--- config.mk ---
export PLATFORM = sky130hd
export DESIGN_NAME = seq_det_ctrl
export DESIGN_NICKNAME = d
export VERILOG_FILES = /design/src/rtl/seq_det_ctrl.sv
export SDC_FILE = /design/constraint.sdc
export NUM_CORES = 1
export LEC_CHECK = 0
export ABC_AREA = 1
export BUFFER_PORTS_ARGS = -buffer_cell sky130_fd_sc_hd__buf_2
export CORE_AREA = 4 4 80 63
export CTS_CLUSTER_SIZE = 24
export DETAILED_ROUTE_END_ITERATION = 7
export DIE_AREA = 0 0 84 67
export PLACE_DENSITY = 0.74
export SLEW_MARGIN = 20
export SYNTH_ARGS = -nofsm -noshare
export SYNTH_HDL_FRONTEND = slang
export SYNTH_SLANG_ARGS = --single-unit
--- constraint.sdc ---
create_clock -name clk -period 2.8 [get_ports clk]
set_input_delay 0.14 -clock clk [delete_from_list [all_inputs] [get_ports clk]]
set_output_delay 0.14 -clock clk [all_outputs]
set_load 0.005 [all_outputs]
--- src/rtl/seq_det_ctrl.sv ---
// seq_det_ctrl: programmable serial sequence detector.
// A configuration (pattern, length, overlap mode, target count) is taken over a
// valid/ready handshake; `start` arms a run that shifts qualified serial bits
// into a history register and raises a registered one-cycle `out` pulse per match.
// The run ends in DONE once the programmed number of matches is seen (target 0
// means run until `abort`).
module seq_det_ctrl #(
  parameter int PAT_W = 5,
  parameter int CNT_W = 8
) (
  input  logic             clk,
  input  logic             rst,          // asynchronous, active-low
  input  logic             cfg_valid,
  output logic             cfg_ready,
  input  logic [PAT_W-1:0] cfg_pattern,
  input  logic [3:0]       cfg_len,
  input  logic             cfg_overlap,
  input  logic [CNT_W-1:0] cfg_target,
  output logic             cfg_err,
  input  logic             start,
  input  logic             abort,
  input  logic             in_valid,
  input  logic             in,
  output logic             out,
  output logic [CNT_W-1:0] match_count,
  output logic             busy,
  output logic             done
);

  typedef enum logic [1:0] {
    S_IDLE  = 2'd0,
    S_ARMED = 2'd1,
    S_RUN   = 2'd2,
    S_DONE  = 2'd3
  } state_e;

  // Length and fill share the 4-bit width of cfg_len, so PAT_W must stay <= 15.
  localparam logic [3:0]       PAT_W_L = 4'(PAT_W);
  localparam logic [CNT_W-1:0] CNT_ONE = CNT_W'(1);

  state_e state_q, state_d;

  // Stored configuration
  logic [PAT_W-1:0] pat_q, pat_d;
  logic [3:0]       len_q, len_d;
  logic             ovl_q, ovl_d;
  logic [CNT_W-1:0] tgt_q, tgt_d;

  // Datapath state
  logic [PAT_W-1:0] hist_q, hist_d;
  logic [3:0]       fill_q, fill_d;
  logic [CNT_W-1:0] cnt_q, cnt_d;
  logic             out_q, out_d;
  logic             err_q, err_d;

  // Decoded events for this cycle
  logic             cfg_fire;
  logic             cfg_legal;
  logic             abort_hit;
  logic             cfg_take;
  logic             cfg_rej;
  logic             start_hit;
  logic             sample;

  // Candidate values if the current bit is sampled
  logic [PAT_W-1:0] hist_n;
  logic [3:0]       fill_n;
  logic [PAT_W-1:0] len_mask;
  logic             match;
  logic [CNT_W-1:0] cnt_inc;
  logic             reach;

  // Only the low len bits of history/pattern take part in the comparison.
  for (genvar gi = 0; gi < PAT_W; gi++) begin : g_mask
    assign len_mask[gi] = (len_q > 4'(gi));
  end

  // Event decode: abort outranks a config handshake, which outranks start.
  always_comb begin
    cfg_fire  = cfg_valid & cfg_ready;
    cfg_legal = (cfg_len != 4'd0) && (cfg_len <= PAT_W_L);
    abort_hit = abort && ((state_q == S_RUN) || (state_q == S_DONE));
    cfg_take  = !abort_hit && cfg_fire && cfg_legal;
    cfg_rej   = !abort_hit && cfg_fire && !cfg_legal;
    start_hit = !abort_hit && !cfg_fire && start &&
                ((state_q == S_ARMED) || (state_q == S_DONE));
    sample    = !abort_hit && (state_q == S_RUN) && in_valid;
  end

  // Match evaluation on the values the sampling edge would produce.
  always_comb begin
    hist_n  = {hist_q[PAT_W-2:0], in};
    fill_n  = (fill_q == PAT_W_L) ? fill_q : fill_q + 4'd1;
    match   = sample && (fill_n >= len_q) &&
              (((hist_n ^ pat_q) & len_mask) == '0);
    cnt_inc = (&cnt_q) ? cnt_q : cnt_q + CNT_ONE;
    reach   = match && (tgt_q != '0) && (cnt_inc == tgt_q);
  end

  // FSM state register.
  always_ff @(posedge clk or negedge rst) begin
    if (!rst) begin
      state_q <= S_IDLE;
    end else begin
      state_q <= state_d;
    end
  end

  // FSM next-state logic.
  always_comb begin
    state_d = state_q;
    unique case (state_q)
      S_IDLE: begin
        if (cfg_take) state_d = S_ARMED;
      end
      S_ARMED: begin
        if (cfg_take)       state_d = S_ARMED;
        else if (start_hit) state_d = S_RUN;
      end
      S_RUN: begin
        if (abort_hit)  state_d = S_ARMED;
        else if (reach) state_d = S_DONE;
      end
      S_DONE: begin
        if (abort_hit)      state_d = S_ARMED;
        else if (cfg_take)  state_d = S_ARMED;
        else if (start_hit) state_d = S_RUN;
      end
      default: state_d = S_IDLE;
    endcase
  end

  // FSM outputs: status flags are decoded straight from the state.
  always_comb begin
    cfg_ready = (state_q != S_RUN);
    busy      = (state_q == S_RUN);
    done      = (state_q == S_DONE);
  end

  // Datapath next-state: config capture, run clearing, bit sampling and matching.
  always_comb begin
    pat_d  = pat_q;
    len_d  = len_q;
    ovl_d  = ovl_q;
    tgt_d  = tgt_q;
    hist_d = hist_q;
    fill_d = fill_q;
    cnt_d  = cnt_q;
    out_d  = 1'b0;
    err_d  = cfg_rej;

    if (cfg_take) begin
      pat_d = cfg_pattern;
      len_d = cfg_len;
      ovl_d = cfg_overlap;
      tgt_d = cfg_target;
    end

    if (start_hit) begin
      hist_d = '0;
      fill_d = 4'd0;
      cnt_d  = '0;
    end

    // Abort keeps the count visible but forgets any partially received bits.
    if (abort_hit) begin
      fill_d = 4'd0;
    end

    if (sample) begin
      hist_d = hist_n;
      fill_d = fill_n;
      if (match) begin
        out_d = 1'b1;
        cnt_d = cnt_inc;
        // Non-overlap: the matched bits are consumed and cannot start a new match.
        if (!ovl_q) fill_d = 4'd0;
      end
    end
  end

  // Datapath registers.
  always_ff @(posedge clk or negedge rst) begin
    if (!rst) begin
      pat_q  <= '0;
      len_q  <= 4'd0;
      ovl_q  <= 1'b0;
      tgt_q  <= '0;
      hist_q <= '0;
      fill_q <= 4'd0;
      cnt_q  <= '0;
      out_q  <= 1'b0;
      err_q  <= 1'b0;
    end else begin
      pat_q  <= pat_d;
      len_q  <= len_d;
      ovl_q  <= ovl_d;
      tgt_q  <= tgt_d;
      hist_q <= hist_d;
      fill_q <= fill_d;
      cnt_q  <= cnt_d;
      out_q  <= out_d;
      err_q  <= err_d;
    end
  end

  assign out         = out_q;
  assign cfg_err     = err_q;
  assign match_count = cnt_q;

endmodule

==> results_dict.tcl, run 1 <==
set metrics [dict create \
    ant_nets 0 \
    start_util 0.535 \
    synth_edf_count 0 \
    finalMaxSlewViolations 0 \
    pwr-share-clk 0.198 \
    cp-start-kind "register" \
    syn2layout_area_growth_pct 14.0 \
    firstDrtPassIters 4 \
    antenna_found_initial 0 \
    fmax_mhz 429 \
    drt-wirelength-per-cell_um 12.8 \
    syn_area_um2 2310 \
    crit_family "simple AND/OR/NAND/NOR gates" \
    max_stage_delay_ps 400 \
    routed_wl_um 5110 \
    syn_area_per_cell_um2 7.69 \
    path_class "register to register" \
    synth.top_cell.area_share 0.412 \
    ir_drop_mv 0.427 \
    synthMuxAreaShare 0 \
    grt_pass1_vias 1904 \
    hold_viol_final 0 \
    combPwrFrac 0.380 \
    synth-seq-cells 38 \
    seq_area_frac_synth 0.412 \
    synth_compound_area_frac 0.118 \
    dp_hpwl_um 3870 \
    pin_count 38 \
    synthTopCellsByArea "dfrtp_1 41%, nand2_1 11%, nand3_1 7.6%" \
    worst_hold_slack_ps 54.9 \
    fin_crit_ps 2330 \
    synthAdderAreaFrac 0.0380 \
    power.leakage_uw 0.00135 \
    crit_fanout 15 \
    async_reset_ff_frac 1.00 \
    dieArea_um2 5630 \
    slew_headroom 0.421 \
    cp_num_buf_inv 3 \
    drv_cap 0 \
    fp.coreArea_um2 4310 \
    synth_cells 300 \
    holdCritPathClass "primary input to register" \
    max_slew.worst_pin.slew_ps 869 \
    crit_chain "inv_1 -> ha_1 -> nand3_1 -> a21oi_1 -> ha_1 -> inv_1 -> o21bai_1 -> nand3_1 -> nand3_1 -> nand3_4 -> clkinv_4 -> nand2_2 -> nand3_1 -> o21ai_1" \
    final_cell_mix "68 x nand2_1, 43 x inv_1, 38 x dfrtp_1" \
    vias_per_cell 5.15 \
    diodes 0 \
    ys.flop_type "dfrtp_1" \
    fin_skew_ps 8.57 \
    synth-simple-area-share 0.314 \
    synth_cell_types 31 \
    drc_errors 0 \
    grt_pass1_wl_um 8640 \
    fin_crit_sh 0.832 \
    seqPwrFrac 0.422 \
    final_common_cell "nand2_1" \
    post-cts-setup-buffers 0 \
    ctsHtreeMaxLevel 2 \
    p_switching_uw 755 \
    rsz0062_at_grt "no" \
    setup_violations 0 \
    cp_slowest_cell "dfrtp_1" \
    clk_latency_ps 290 \
    cts_buffers 5 \
    yosys_warnings 0 \
    clk_pin_slew_ps 70 \
    arrival_ps 2540 \
    synthXorXnorAreaFrac 0.0152 \
    fin_ws_ps 470 \
    fin_setup_tns_ps 0 \
    netSwitchingFraction 0.390 \
    cts_root_buffer "clkbuf_8" \
    grt-ovfl-total 0 \
    clock-sinks 38 \
    cts_tree "yes" \
    grt_max_degree 39 \
    place_ws_ps 512 \
    gp_congestion 0.874 \
    intPower_uw 1180 \
    p_per_area_nw_per_um2 736 \
    cp_data_required_time_ps 3010 \
    die_w_um 84 \
    num_vias 2053 \
    crit_top_cell "nand3_1" \
    globalRouteTotalUtil 0.196 \
    dpl-instance-area_um2 2530 \
    cp-end-kind "register" \
    outcome "completed" \
    cts_buffer_depth 2 \
    port-buffer-count 37 \
    drive_gt1_frac 0.208 \
    synth_top_family_by_area "simple AND/OR/NAND/NOR gates" \
    final_nets 373 \
    drt-initial-drc-count 165 \
    postLayoutCellArea_um2 2630 \
    syn_nets 332 \
    die_h_um 67 \
    row_count 21 \
    synth_area_leader_cell "dfrtp_1" \
]
[area by class of cell]
type                            instances  area (µm²)
Clock buffer                            7        86.3
Fill cell                             399        1680
Timing Repair Buffer                   40         210
Inverter                               49         189
Multi-Input combinational cell        207        1120
Clock inverter                          1        5.00
Tap cell                               57        71.3
Sequential cell                        38         951
[synth_stat cells (2+ instances only)]
library cell   n
buf_2          3
nor2_1        21
nand4_1        6
o21ai_1       13
nor2_4         4
xor2_1         2
inv_2          5
o31ai_1        8
inv_1         43
nor3_1         2
dfrtp_1       38
ha_1           7
o21ai_0       14
nand2_2        5
nand3_1       35
o21bai_1       2
xnor2_1        2
a21oi_1        5
o21ai_2        2
nand2_1       68
nand3_2        3
o22ai_1        3
[metrics by stage]
| step | power [µW] | instances | util |
|---|---|---|---|
| floorplan | 1350 | 300 | - |
| global placement | 1530 | 390 | 0.587 |
| detailed placement | 1550 | 390 | 0.587 |
| CTS | 1940 | 399 | 0.611 |
| global route | 2100 | 399 | 0.611 |
| finish | 1940 | 399 | 0.611 |
[logic make-up after synthesis]
family,after synthesis
buf+inv,55
xor+xnor,4
simple gates,149
fa+ha+maj,7
flops,38
compound gates,47
[power groups by stage]
stage	clock (µW)	combinational [µW]	sequential, µW
2_1_floorplan	0	549	804
3_3_place_gp	0	706	823
3_5_place_dp	0	726	826
4_1_cts	394	734	816
5_1_grt	416	842	840
6_report	384	736	818
[worst paths after layout]
kind | from | to | slack [ps] | cells after the start
worst max register to register | fill_q[1] | fill_q[3] | 470 | 14
worst min-delay path | cfg_pattern[4] | pat_q[4] | 50 | 3
min in group asynchronous | rst | tgt_q[1] | 510 | 2
worst max-delay path | fill_q[1] | fill_q[3] | 470 | 14
max in group asynchronous | rst | fill_q[2] | 1750 | 2
worst min register to register | hist_q[3] | hist_q[3] | 510 | 2
[routing by layer]
layer / track usage / vias up / wire length, µm
li1: - / 1054 / -
met1: 0.277 / 938 / 2540
met2: 0.297 / 57 / 2170
met3: 0.0494 / 4 / 355
met4: 0.0562 / 0 / 41
met5: 0 / - / 0
[state kept, by name, indices dropped and copies added (netlist names)]
register	count
hist_q	4
pat_q	5
tgt_q	8
cfg_err	1
match_count	8
state_q	2
ovl_q	1
out	1
len_q	4
fill_q	4
[worst min-delay path, cell delays in order]
cell and delay (ps):
buf_2 70, nand2_1 40, nand2_1 50
[repair_timing]
action / 4_1_cts / 5_1_grt
resized for setup: 0 / 0
hold endpoints to repair: 29 / 0
hold buffers: 1 / 0
(Power assumes the default switching activity.)
==> run 2: changes to the inputs <==
ABC_AREA = 0   (was 1)
CORE_AREA = 4 4 78 62   (was 4 4 80 63)
DIE_AREA = 0 0 82 66   (was 0 0 84 67)
PLACE_DENSITY = 0.75   (was 0.74)
clock period = 2.41 ns   (was 2.8 ns; I/O delays follow)
==> results_dict.tcl, run 2 <==
set metrics [dict create \
    fmax_mhz 405 \
    grt_max_degree 39 \
    dp_hpwl_um 3700 \
    regArea_um2 951 \
    synthTopCellsByArea "dfrtp_1 43%, mux2_2 7.1%, ha_1 4.0%" \
    drt-wirelength-per-cell_um 16.2 \
    crit_fanout 5 \
    cp_data_required_time_ps 2630 \
    path_class "register to register" \
    min_from "cfg_target[6]" \
    seq_area_frac_synth 0.430 \
    slew_headroom 0.440 \
    netlist_top_cells_count "38 x dfrtp_1, 20 x nand2_1, 14 x mux2_2" \
    die_h_um 66 \
    fin_crit_ps 2470 \
    clk_latency_ps 300 \
    fin_skew_ps 1.79 \
    port-buffer-count 37 \
    rsz0062_at_grt "yes" \
    fin_setup_tns_ps -243 \
    async_reset_ff_frac 1.00 \
    cp-end-kind "register" \
    synthXorXnorAreaFrac 0.0475 \
    syn_area_per_cell_um2 9.96 \
    drc_errors 0 \
    cp_slowest_cell "dfrtp_1" \
    cts_buffer_depth 2 \
    synth.top_cell.area_share 0.430 \
    final_nets 297 \
    fin_crit_sh 1.03 \
    synth_cells 222 \
    ys.flop_type "dfrtp_1" \
    clock-sinks 38 \
    dieArea_um2 5410 \
    synthMuxAreaShare 0.0713 \
    drt-initial-drc-count 122 \
    diodes 0 \
    synth_area_leader_cell "dfrtp_1" \
    ant_nets 0 \
    grt_pass1_wl_um 8680 \
    finalMaxSlewViolations 0 \
    max_stage_delay_ps 380 \
    gp_congestion 0.844 \
    arrival_ps 2690 \
    crit_chain "inv_1 -> ha_2 -> nand2_2 -> or2_4 -> xnor2_2 -> ha_1 -> nand2b_4 -> a211oi_4 -> o21bai_4 -> and2_4 -> and4_1 -> nor3_1" \
    outcome "finished, violations left" \
    violations "setup timing" \
    startpoint "fill_q[1]" \
    cts_buffers 5 \
    cts_root_buffer "clkbuf_8" \
    firstDrtPassIters 4 \
    syn2layout_area_growth_pct 21.6 \
    holdCritPathClass "primary input to register" \
    final_cell_mix "38 x dfrtp_1, 37 x buf_2, 19 x nand2_1" \
    yosysMostFrequentCell "dfrtp_1" \
    crit_family "simple AND/OR/NAND/NOR gates" \
    setup_violations 7 \
    antenna_found_initial 0 \
    cp_num_buf_inv 1 \
    max_slew.worst_pin.slew_ps 840 \
    reg2reg_from "fill_q[1]" \
    drive_gt1_frac 0.346 \
    hold_viol_final 0 \
    num_vias 1911 \
    fill_cells 330 \
    pin_count 38 \
    synth_compound_area_frac 0.164 \
    synth_edf_count 0 \
    grt_pass1_vias 1769 \
    syn_area_um2 2210 \
    power.leakage_uw 0.00124 \
    synth-simple-area-share 0.201 \
    synth_cell_types 50 \
    post-route-util 0.671 \
    syn_nets 254 \
    fp.coreArea_um2 4000 \
    fin_ws_ps -60.6 \
    ctsHtreeMaxLevel 2 \
    globalRouteTotalUtil 0.214 \
    cp-start-kind "register" \
    p_per_area_nw_per_um2 893 \
    final_common_cell "dfrtp_1" \
    synthAdderAreaFrac 0.0396 \
    grt-ovfl-total 0 \
    synth-seq-cells 38 \
    routed_wl_um 5210 \
    die_w_um 82 \
    synth_top_family_by_area "simple AND/OR/NAND/NOR gates" \
    row_count 20 \
    start_util 0.552 \
    vias_per_cell 5.95 \
    drv_cap 0 \
    ir_drop_mv 0.549 \
    cts_tree "yes" \
    yosys_warnings 0 \
    multi_input_area_um2 1250 \
    clk_pin_slew_ps 80 \
]
## run 2: power by group
group          switching [µW]  internal (µW)  total [µW]  leakage, µW
registers                 165            792         957     0.000488
clock network             242            442         684    0.0000714
logic                     359            399         759     0.000682
total                     766           1630        2400      0.00124
## run 2: cell type report
cell class / instances / area share
well taps: 55 / 0.0256
flip-flops and latches: 38 / 0.354
clock buffers: 6 / 0.0307
inverters: 8 / 0.0112
multi-input cells: 167 / 0.464
clock inverters: 2 / 0.0223
repair buffers: 45 / 0.0922
## run 2: what timing repair did
| item | 4_1_cts | 5_1_grt |
|---|---|---|
| hold endpoints to repair | 38 | 0 |
| endpoints found under the setup margin | 10 | 13 |
| resized for setup | 4 | 11 |
| cloned | 1 | 0 |
| hold buffers | 1 | 0 |
| buffers inserted | 1 | 0 |
| pin swaps | 4 | 7 |
## run 2: cell families after synthesis
| group | Yosys count |
|---|---|
| adder cells (fa/ha/maj) | 7 |
| AO/OA/AOI/OAI | 52 |
| XOR/XNOR | 12 |
| AND/OR/NAND/NOR | 81 |
| buffers and inverters | 18 |
| flip-flops | 38 |
| multiplexers | 14 |
## run 2: final timing paths
| check | to | slack (ps) | depth (start not counted) |
|---|---|---|---|
| max in group asynchronous | len_q[2] | 1420 | 2 |
| hold reg to reg | ovl_q | 520 | 1 |
| hold / removal | tgt_q[6] | 20 | 3 |
| min in group asynchronous | tgt_q[6] | 470 | 2 |
| setup / recovery | match_count[4] | -60 | 12 |
| setup reg to reg | match_count[4] | -60 | 12 |
## run 2: per-stage QoR
| stage | cells | hold slack, ps | worst slack [ps] | total power (µW) | area [µm²] |
|---|---|---|---|---|---|
| floorplan | 222 | -175 | 15.0 | 1400 | 2220 |
| global placement | 310 | 273 | 79.8 | 1580 | 2440 |
| detailed placement | 310 | 273 | 7.79 | 1610 | 2440 |
| CTS | 321 | 23.8 | -28.7 | 2350 | 2630 |
| global route | 321 | 42.6 | -178 | 2530 | 2690 |
| finish | 321 | 23.6 | -60.6 | 2400 | 2690 |
## run 2: routing by layer
metal / up-vias / GRT usage / routed length [µm]
li1: 902 / - / -
met2: 64 / 0.298 / 2250
met3: 9 / 0.0436 / 402
met5: - / 0 / 0
met1: 936 / 0.320 / 2470
met4: 0 / 0.0892 / 84
## run 2: tightest hold or removal path: stages
cell     delay [ps]
buf_2            70
nand2_1          30
o21ai_0          60
